==> src/rtl/mmio_counters_pkg.sv <==
// Shared MMIO counter address map and register-select decode.
// Branch counter words are decoded only when the caller enables them.
package mmio_counters_pkg;

  localparam logic [3:0]  MMIO_REGION    = 4'h8;
  localparam logic [27:0] MMIO_CYCLE_CNT = 28'h10;
  localparam logic [27:0] MMIO_INST_CNT  = 28'h14;
  localparam logic [27:0] MMIO_CNTR_RST  = 28'h18;
  localparam logic [27:0] MMIO_BR_CNT    = 28'h1C;
  localparam logic [27:0] MMIO_BR_OK_CNT = 28'h20;

  typedef enum logic [2:0] {
    SelNone,
    SelCycle,
    SelInst,
    SelClr,
    SelBr,
    SelBrOk
  } mmio_sel_e;

  // Byte lane bits are dropped; all mapped words are word aligned.
  function automatic mmio_sel_e mmio_decode(logic [27:0] off, logic br_en);
    logic [27:0] word;
    word = {off[27:2], 2'b00};
    case (word)
      MMIO_CYCLE_CNT: return SelCycle;
      MMIO_INST_CNT:  return SelInst;
      MMIO_CNTR_RST:  return SelClr;
      MMIO_BR_CNT:    return br_en ? SelBr : SelNone;
      MMIO_BR_OK_CNT: return br_en ? SelBrOk : SelNone;
      default:        return SelNone;
    endcase
  endfunction

endpackage

==> src/rtl/mmio_cntr.sv <==
// Free-running wrap-around counter with synchronous reset and clear.
module mmio_cntr #(
  parameter int unsigned CNTR_WIDTH = 32
) (
  input  logic                  clk_i,
  input  logic                  rst_i,
  input  logic                  clr_i,
  input  logic                  inc_i,
  output logic [CNTR_WIDTH-1:0] cnt_o
);

  logic [CNTR_WIDTH-1:0] cnt_d, cnt_q;

  // Clear beats a same-cycle increment; overflow wraps silently.
  always_comb begin
    cnt_d = cnt_q;
    if (clr_i) begin
      cnt_d = '0;
    end else if (inc_i) begin
      cnt_d = cnt_q + CNTR_WIDTH'(1);
    end
  end

  always_ff @(posedge clk_i) begin
    if (rst_i) begin
      cnt_q <= '0;
    end else begin
      cnt_q <= cnt_d;
    end
  end

  assign cnt_o = cnt_q;

endmodule

==> src/rtl/mmio_counters.sv <==
// MMIO performance counters: cycle and retired-instruction counts, plus a
// branch/branch-correct pair when MMIO_BRANCH_CNTR_EN is defined.
module mmio_counters
  import mmio_counters_pkg::*;
#(
  parameter int unsigned CNTR_WIDTH = 32,
  parameter logic [31:0] BASE_ADDR  = 32'h8000_0000
) (
  input  logic                  clk_i,
  input  logic                  rst_i,
  input  logic [31:0]           addr_i,
  input  logic                  re_i,
  input  logic                  we_i,
  input  logic                  inst_retire_i,
  input  logic                  br_retire_i,
  input  logic                  br_correct_i,
  output logic [CNTR_WIDTH-1:0] rdata_o,
  output logic                  hit_o
);

`ifdef MMIO_BRANCH_CNTR_EN
  localparam logic BrEn = 1'b1;
`else
  localparam logic BrEn = 1'b0;
`endif

  mmio_sel_e             sel;
  logic                  clr;
  logic [CNTR_WIDTH-1:0] cycle_cnt, inst_cnt;
  logic [CNTR_WIDTH-1:0] rdata_d, rdata_q;

  assign sel   = (addr_i[31:28] == BASE_ADDR[31:28]) ? mmio_decode(addr_i[27:0], BrEn)
                                                      : SelNone;
  assign hit_o = (sel != SelNone);
  assign clr   = we_i && (sel == SelClr);

  mmio_cntr #(
    .CNTR_WIDTH(CNTR_WIDTH)
  ) u_cycle_cnt (
    .clk_i(clk_i),
    .rst_i(rst_i),
    .clr_i(clr),
    .inc_i(1'b1),
    .cnt_o(cycle_cnt)
  );

  mmio_cntr #(
    .CNTR_WIDTH(CNTR_WIDTH)
  ) u_inst_cnt (
    .clk_i(clk_i),
    .rst_i(rst_i),
    .clr_i(clr),
    .inc_i(inst_retire_i),
    .cnt_o(inst_cnt)
  );

`ifdef MMIO_BRANCH_CNTR_EN
  logic [CNTR_WIDTH-1:0] br_cnt, br_ok_cnt;

  mmio_cntr #(
    .CNTR_WIDTH(CNTR_WIDTH)
  ) u_br_cnt (
    .clk_i(clk_i),
    .rst_i(rst_i),
    .clr_i(clr),
    .inc_i(br_retire_i),
    .cnt_o(br_cnt)
  );

  mmio_cntr #(
    .CNTR_WIDTH(CNTR_WIDTH)
  ) u_br_ok_cnt (
    .clk_i(clk_i),
    .rst_i(rst_i),
    .clr_i(clr),
    .inc_i(br_retire_i && br_correct_i),
    .cnt_o(br_ok_cnt)
  );
`else
  logic unused_br;
  assign unused_br = ^{br_retire_i, br_correct_i};
`endif

  // Reads capture the pre-edge count; a colliding store forces zero.
  always_comb begin
    rdata_d = rdata_q;
    if (re_i) begin
      rdata_d = '0;
      if (!we_i) begin
        case (sel)
          SelCycle: rdata_d = cycle_cnt;
          SelInst:  rdata_d = inst_cnt;
`ifdef MMIO_BRANCH_CNTR_EN
          SelBr:    rdata_d = br_cnt;
          SelBrOk:  rdata_d = br_ok_cnt;
`endif
          default:  rdata_d = '0;
        endcase
      end
    end
  end

  always_ff @(posedge clk_i) begin
    if (rst_i) begin
      rdata_q <= '0;
    end else begin
      rdata_q <= rdata_d;
    end
  end

  assign rdata_o = rdata_q;

endmodule

==> config.mk <==
export PLATFORM = sky130hd
export DESIGN_NAME = mmio_counters
export DESIGN_NICKNAME = d
export VERILOG_FILES = /design/src/rtl/mmio_counters_pkg.sv /design/src/rtl/mmio_cntr.sv /design/src/rtl/mmio_counters.sv
export SDC_FILE = /design/constraint.sdc
export NUM_CORES = 1
export LEC_CHECK = 0
export CORE_MARGIN = 1
export CORE_UTILIZATION = 54
export DETAILED_ROUTE_END_ITERATION = 12
export PLACE_DENSITY = 0.8
export SYNTH_ARGS = -nofsm -noshare
export SYNTH_HDL_FRONTEND = slang
export SYNTH_SLANG_ARGS = --single-unit
==> constraint.sdc <==
create_clock -name clk_i -period 3.41 [get_ports clk_i]
set_input_delay 0.682 -clock clk_i [delete_from_list [all_inputs] [get_ports clk_i]]
set_output_delay 0.682 -clock clk_i [all_outputs]
set_load 0.01 [all_outputs]
==> key figures, run 1 <==
Status
  • Status: finished, final reports clean

Placed design
  • Dpl hpwl: about 7400 um
  • Count of buffers from port buffering: 67
  • Placer congestion estimate: 0.799
  • Placed Area: roughly 5300 um^2

GRT
  • Overall Global Routing Usage: 25.5%
  • Overall overflow remaining after global route: 0
  • Maximum number of pins on one net before global-route repair: 65
  • Vias in the first global route: between 3,000 and 4,000
  • Initial antenna violation count: 0
  • Global-route wire length before repair: around 18,000 um

Pwr
  • Power Density: between 300 and 400 nW/um^2
  • Peak VDD IR: around 0.28 mV
  • Leakage Power: 1.80 nW

Layout
  • Post-layout utilization of the core: 67.8%
  • Antenna Cells: 0
  • Layout cells sized above 1: 7.13%
  • Net total in the final layout: about 640
  • Fill count: around 670
  • Area of all placed cells without fillers: between 5000 and 6000 um^2
  • Growth of design area from synthesis to finish: 21.2%

Drt
  • Via count: 4,233
  • Count of unresolved DRC violations after routing: 0
  • Mean routed wirelength per cell: approximately 15 um
  • Via-per-instance ratio: between 5 and 6
  • First DRT Iteration DRCs: around 380
  • Total detailed-routing wirelength: between 10,000 and 15,000 um
  • First-pass DRT Iterations: 5
  • Post-DRT Antenna Nets: 0

Setup path
  • Cell type of the slowest stage on the worst timing path: clkdlybuf4s50_1
  • Crit path top cell by count: clkdlybuf4s50_1
  • Critical path's largest stage delay: approximately 0.53 ns
  • Req. time, crit path: 2.73 ns
  • Number of cells traversed by the worst register-to-register path: 4
  • Worst reg2reg startpoint: u_cycle_cnt.cnt_o[8]
  • Worst reg-to-reg setup slack: between 1 and 1.5 ns
  • Critical Path Sink: hit_o
  • Category of the worst setup path capture point: output port
  • Critical path class: in2out
  • Launching element type of the critical path: primary input
  • Endpoint of the most critical register-to-register path: u_cycle_cnt.cnt_o[31]
  • Largest fanout on the critical path: 2
  • Critical Path, Cell by Cell: clkdlybuf4s50_1 -> nor4b_2 -> nand4_1 -> nor2_1 -> nand2_1 -> ha_1 -> inv_1 -> clkdlybuf4s50_1
  • Crit path arrival time: between 2 and 3 ns
  • CP startpoint: addr_i[13]

Synth
  • Mean post-synth cell area: 8.45 um^2
  • Post-Syn Area: ~4600 um^2
  • Synthesized instance count: approximately 540
  • Post-synthesis sequential area ratio: between 40% and 50%
  • Post-synth net total: 589
  • Warning count from the yosys run: 0
  • Number of storage elements in the synthesis netlist: 96
  • Unique cell type count in the Yosys netlist: 36

STA
  • Number of max-slew violations in the final report: 0
  • Worst-margin pin slew: just over 0.9 ns
  • Final critical path time including I/O delays and setup: roughly 3.3 ns
  • Setup repair after global routing missed its margin: false
  • Achievable frequency: approximately 300 MHz
  • Relative slew slack: roughly two fifths
  • Fraction of the cycle the final worst path needs: between 90 and 100%
  • Post-Route Skew: around 0.011 ns
  • Finish-stage setup viols: 0
  • Number of hold violations in the final report: 0
  • Smallest hold slack: between 0.4 and 0.5 ns

Clock tree
  • Bufs on Longest Clock Path: 2
  • Total clock buffers created by CTS: 9
  • Clock tree from TritonCTS: built
  • Clock Sinks: 96
  • Root Driver: clkbuf_8
  • Clock latency at the later pin of the worst-skew pair: ~0.36 ns
  • Clock H-tree levels: 3
  • Clock-pin transition on the worst setup and hold timing paths: ~0.090 ns

Flow run
  • Number of maximum-capacitance constraint violations: 0

Floorplan
  • Placement Rows: 33
  • Starting density of the core: roughly 56%
  • Num ports: 72
  • Die boundary height: approximately 94 um
  • Horizontal extent of the die: 94.3 um
  • Core area: 8220 um^2
  • Die Area: ~9000 um^2

Min path
  • Class of the most critical hold timing path: reg2reg
## worst min path at each step
stage                       endpoint  depth (start not counted)                   from  slack, ns
2_1_floorplan   u_cycle_cnt.cnt_o[0]                          1   u_cycle_cnt.cnt_o[0]       0.45
3_3_place_gp   u_cycle_cnt.cnt_o[31]                          2  u_cycle_cnt.cnt_o[31]       0.47
3_5_place_dp   u_cycle_cnt.cnt_o[31]                          2  u_cycle_cnt.cnt_o[31]       0.47
4_1_cts        u_cycle_cnt.cnt_o[31]                          2  u_cycle_cnt.cnt_o[31]       0.49
5_1_grt         u_cycle_cnt.cnt_o[0]                          1   u_cycle_cnt.cnt_o[0]       0.52
6_report       u_cycle_cnt.cnt_o[31]                          2  u_cycle_cnt.cnt_o[31]       0.49
## metrics by stage
stage	cells	setup WS [ns]	power, mW	TNS [ns]
after floorplan	544	0.843	1.19	0
after detailed placement	691	-0.0671	1.24	-0.0671
after global routing	708	0.0133	1.96	0
after CTS	707	0.0348	1.90	0
after global placement	691	0.0225	1.24	0
final	708	0.122	1.89	0
## critical path, delay by kind of cell
kind | cells | cell delay (ns)
fa+ha+maj | 1 | 0.19
buf+inv | 3 | 1.00
simple gates | 4 | 0.74
## cells in the mapped netlist, drive strengths merged
| cell type | n | area (um^2) |
|---|---|---|
| a21bo | 1 | 10.0 |
| a21o | 1 | 7.51 |
| a21oi | 68 | 340 |
| a22o | 32 | 280 |
| a31o | 3 | 26.3 |
| and2 | 2 | 12.5 |
| and3 | 5 | 31.3 |
| and4 | 7 | 61.3 |
| buf | 5 | 35.0 |
| clkbuf | 31 | 116 |
| dfxtp | 96 | 1920 |
| ha | 6 | 75.1 |
| inv | 15 | 56.3 |
| mux2i | 1 | 10.0 |
| nand2 | 18 | 67.6 |
| nand3 | 19 | 95.1 |
| nand3b | 1 | 7.51 |
| nand4 | 21 | 146 |
| nand4b | 1 | 8.76 |
| nor2 | 61 | 229 |
| nor2b | 32 | 200 |
| nor3 | 6 | 30.0 |
| nor3b | 1 | 7.51 |
| nor4 | 11 | 68.8 |
| nor4b | 2 | 17.5 |
| o21ai | 9 | 45.0 |
| o31ai | 23 | 173 |
| or2 | 1 | 6.26 |
| or3 | 12 | 75.1 |
| or4 | 27 | 206 |
| xnor2 | 13 | 114 |
| xor2 | 13 | 114 |
## layer usage
metal  vias to the layer above  part of all wire, %  global-route usage [%]
met3                        12                  7.0                    4.69
met2                       126                   46                    42.3
met5                         -                    0                       0
li1                       2097                    -                       -
met4                         0                  1.2                    7.69
met1                      1998                   45                    33.4
## cells by family after synthesis
| logic type | share of synthesized area (%) |
|---|---|
| flops | 41.8 |
| compound gates | 19.2 |
| xor+xnor | 4.96 |
| buf+inv | 4.52 |
| simple gates | 27.7 |
| mux | 0.218 |
| fa+ha+maj | 1.63 |
## placed cells by master, fill, tap and decap left out, types with 2 or more instances in the layout
cell type,n
dfxtp_1,96
a21oi_1,68
clkdlybuf4s50_1,67
nor2_1,61
a22o_1,32
nor2b_1,32
or4_1,26
o31ai_1,23
nand4_1,20
nand3_1,19
nand2_1,18
inv_1,15
xor2_1,13
xnor2_1,13
or3_1,12
buf_4,11
clkbuf_8,10
o21ai_0,9
nor4_1,7
and4_1,7
ha_1,6
and3_1,5
nor3_1,5
nor4_2,4
a31o_2,3
clkinvlp_4,3
nor4b_2,2
and2_1,2
clkinv_2,2
## state kept, by name (all words and copies together) (netlist names)
| register | cells |
|---|---|
| rdata_o | 32 |
| u_inst_cnt.cnt_o | 32 |
| u_cycle_cnt.cnt_o | 32 |
## area by class of cell
cell class | count | area (um^2) | area share (%)
well taps | 105 | 131 | 2.36
clock buffers | 11 | 141 | 2.54
multi-input cells | 397 | 2510 | 45.1
inverters | 15 | 56.3 | 1.01
flip-flops and latches | 96 | 1920 | 34.5
clock inverters | 5 | 32.5 | 0.584
repair buffers | 79 | 773 | 13.9
## power by group
part / leakage, nW / switching, mW / internal, mW
Combinational: 0.942 / 0.0414 / 0.0478
Clock: 0.0813 / 0.388 / 0.283
Sequential: 0.774 / 0.00746 / 1.13
## what timing repair did
item                       in CTS  in global routing
pin swaps                       1                  3
hold buffers                    0                  0
resized for setup               2                  5
buffers inserted                0                  1
setup endpoints to repair       1                  1
No activity file was read; power rests on OpenSTA's default activity.
==> run 2: changes to the inputs <==
--- a/config.mk
+++ b/config.mk
@@ -6,9 +6,8 @@
 export NUM_CORES = 1
 export LEC_CHECK = 0
 export CORE_MARGIN = 1
-export CORE_UTILIZATION = 54
+export CORE_UTILIZATION = 35
 export DETAILED_ROUTE_END_ITERATION = 12
-export PLACE_DENSITY = 0.8
 export SYNTH_ARGS = -nofsm -noshare
 export SYNTH_HDL_FRONTEND = slang
 export SYNTH_SLANG_ARGS = --single-unit
==> run 2 against run 1 <==
- non-clock buffer count is 1 lower
- core utilization down 22 points
- final cell count increased by 9.3%
- cell area increased by 4.4%
- sequential power hardly changed
- sequential share of layout area down 1.4 points
- flip-flop and latch count is the same
- via count is 0.64% higher
- register-to-register slack about the same
- die area rose by 53%
- critical endpoint unchanged
==> key figures, run 2 (synthesis results as in run 1) <==
Layout
  • Fill count: between 1,000 and 1,500
  • Growth of design area from synthesis to finish: 26.5%
  • Layout cells sized above 1: 6.64%
  • Antenna Cells: 0
  • Most frequent cells in the layout: dfxtp_1 (96), a21oi_1 (68), clkdlybuf4s50_1 (66)
  • Most common cell after layout, fill and taps aside: dfxtp_1
  • Net total in the final layout: roughly 640

Clock tree
  • Post-CTS Setup Inserts: 0
  • Clock H-tree levels: 3
  • Total clock buffers created by CTS: 9
  • Number of hold buffers added after CTS: 0
  • Clock tree from TritonCTS: built
  • Bufs on Longest Clock Path: 2
  • Clock Sinks: 96
  • Root Driver: clkbuf_16
  • Clock latency at the later pin of the worst-skew pair: roughly 0.35 ns
  • Clock-pin transition on the worst setup and hold timing paths: about 0.06 ns

STA
  • Number of max-slew violations in the final report: 0
  • Number of hold violations in the final report: 0
  • Finish-stage setup viols: 0
  • Fraction of the cycle the final worst path needs: between 80 and 90%
  • Setup repair after global routing missed its margin: false
  • Post-Route Skew: about 0.0048 ns
  • Relative slew slack: between 30% and 40%
  • Final critical path time including I/O delays and setup: around 3 ns
  • Achievable frequency: 339 MHz
  • Worst Slack Setup Final: 0.462 ns
  • Worst-margin pin slew: a little over 0.9 ns

Pwr
  • Pint: ~1.8 mW
  • Proportion of power drawn by the clock network: roughly 47%
  • Peak VDD IR: 0.306 mV
  • Leakage Power: around 1.9 nW
  • Net load switching power: between 0.4 and 0.5 mW
  • Combinational cell fraction of total power: roughly 4%
  • Sequential share of power: around 49%
  • Design Power: about 2.3 mW
  • Power Density: about 400 nW/um^2
  • Net switching fraction of the power: 20.9%

Setup path
  • Largest fanout on the critical path: 2
  • Critical path's largest stage delay: around 0.43 ns
  • Worst reg-to-reg setup slack: between 1 and 1.5 ns
  • Critical path class: in2out
  • Crit path top cell by count: inv_1
  • Cell type of the slowest stage on the worst timing path: clkdlybuf4s50_1
  • Critical Path, Cell by Cell: clkdlybuf4s50_1 -> nor4_2 -> nand3_1 -> nor3_2 -> inv_1 -> ha_1 -> inv_1 -> dlymetal6s2s_1
  • Category of the worst setup path capture point: output port
  • Number of cells traversed by the worst register-to-register path: 4
  • Crit path arrival time: 2.27 ns
  • Worst reg2reg startpoint: u_cycle_cnt.cnt_o[8]
  • Req. time, crit path: approximately 2.7 ns
  • Critical Path Sink: hit_o
  • CP startpoint: addr_i[20]
  • Launching element type of the critical path: primary input
  • Endpoint of the most critical register-to-register path: u_cycle_cnt.cnt_o[31]

Drt
  • Via-per-instance ratio: ~5.5
  • Mean routed wirelength per cell: about 16 um
  • First DRT Iteration DRCs: around 310
  • Via count: 4,260
  • Total detailed-routing wirelength: about 12,000 um
  • Count of unresolved DRC violations after routing: 0
  • First-pass DRT Iterations: 4
  • Post-DRT Antenna Nets: 0

GRT
  • Initial antenna violation count: 0
  • Overall Global Routing Usage: 18.3%
  • Global-route wire length before repair: approximately 19,000 um
  • Maximum number of pins on one net before global-route repair: 33
  • Vias in the first global route: 4,005
  • Overall overflow remaining after global route: 0

Min path
  • Class of the most critical hold timing path: reg2reg
  • Hold path cells: 2

Floorplan
  • Num ports: 72
  • Core area: between 10,000 and 15,000 um^2
  • Placement Rows: between 40 and 50
  • Die Area: approximately 14,000 um^2
  • Starting density of the core: about 36%
  • Die boundary height: 117 um
  • Horizontal extent of the die: 117 um

Flow run
  • Number of maximum-capacitance constraint violations: 0

Placed design
  • Placer congestion estimate: approximately 0.8
  • Dpl hpwl: approximately 8000 um
  • Count of buffers from port buffering: 67
  • Pre-CTS worst setup slack: -0.0531 ns

Status
  • Status: finished, final reports clean
-- run 2: worst min-delay path by stage --
stage,from,slack [ns],to
final,u_cycle_cnt.cnt_o[23],0.50,u_cycle_cnt.cnt_o[23]
after global routing,u_cycle_cnt.cnt_o[23],0.52,u_cycle_cnt.cnt_o[23]
after CTS,u_cycle_cnt.cnt_o[31],0.50,u_cycle_cnt.cnt_o[31]
after detailed placement,u_cycle_cnt.cnt_o[31],0.49,u_cycle_cnt.cnt_o[31]
after global placement,u_cycle_cnt.cnt_o[31],0.48,u_cycle_cnt.cnt_o[31]
after floorplan,u_cycle_cnt.cnt_o[0],0.45,u_cycle_cnt.cnt_o[0]
-- run 2: per-stage QoR --
stage	hold WS, ns	util, %	area [um^2]	std cells	TNS, ns
3_3_place_gp	0.479	42.9	5460	758	0
2_1_floorplan	0.449	-	4600	544	0
3_5_place_dp	0.490	42.9	5460	758	-0.0531
4_1_cts	0.500	45.5	5790	774	0
5_1_grt	0.524	45.7	5810	774	0
6_report	0.500	45.7	5810	774	0
-- run 2: area by class of cell --
type                       count  area [um^2]  share of cell area, %
inverter                      15         56.3                  0.968
clock buffer                  12          246                   4.24
sequential                    96         1920                   33.1
tap                          172          215                   3.70
multi-input combinational    397         2500                   43.1
clock inverter                 4         76.3                   1.31
timing repair buffer          78          793                   13.6
-- run 2: what timing repair did --
action | CTS | global route
endpoints found under the hold margin | 0 | 0
resized for setup | 1 | 6
pin swaps | 0 | 4
endpoints found under the setup margin | 1 | 1
-- run 2: worst max-delay path: cells and delay by family --
| family | cells | cell delay [ns] |
|---|---|---|
| buffers and inverters | 4 | 0.70 |
| and+or+nand+nor | 3 | 0.67 |
| adders and majority gates | 1 | 0.20 |
-- run 2: per-layer routing --
layer | part of all wire, % | vias up | track usage, % | wire length, um
met1 | 46 | 2024 | 23.1 | 5510
li1 | - | 2096 | - | -
met5 | 0 | - | 0 | 0
met3 | 6.2 | 19 | 4.51 | 750
met2 | 45 | 121 | 29.2 | 5470
met4 | 2.8 | 0 | 8.69 | 339
-- run 2: power by group through the flow --
| stage | combinational (mW) | sequential [mW] | clock [mW] |
|---|---|---|---|
| 4_1_cts | 0.0900 | 1.13 | 1.13 |
| 6_report | 0.0913 | 1.13 | 1.10 |
| 5_1_grt | 0.100 | 1.13 | 1.17 |
| 3_5_place_dp | 0.0891 | 1.16 | 0 |
| 3_3_place_gp | 0.0870 | 1.16 | 0 |
| 2_1_floorplan | 0.0322 | 1.16 | 0 |
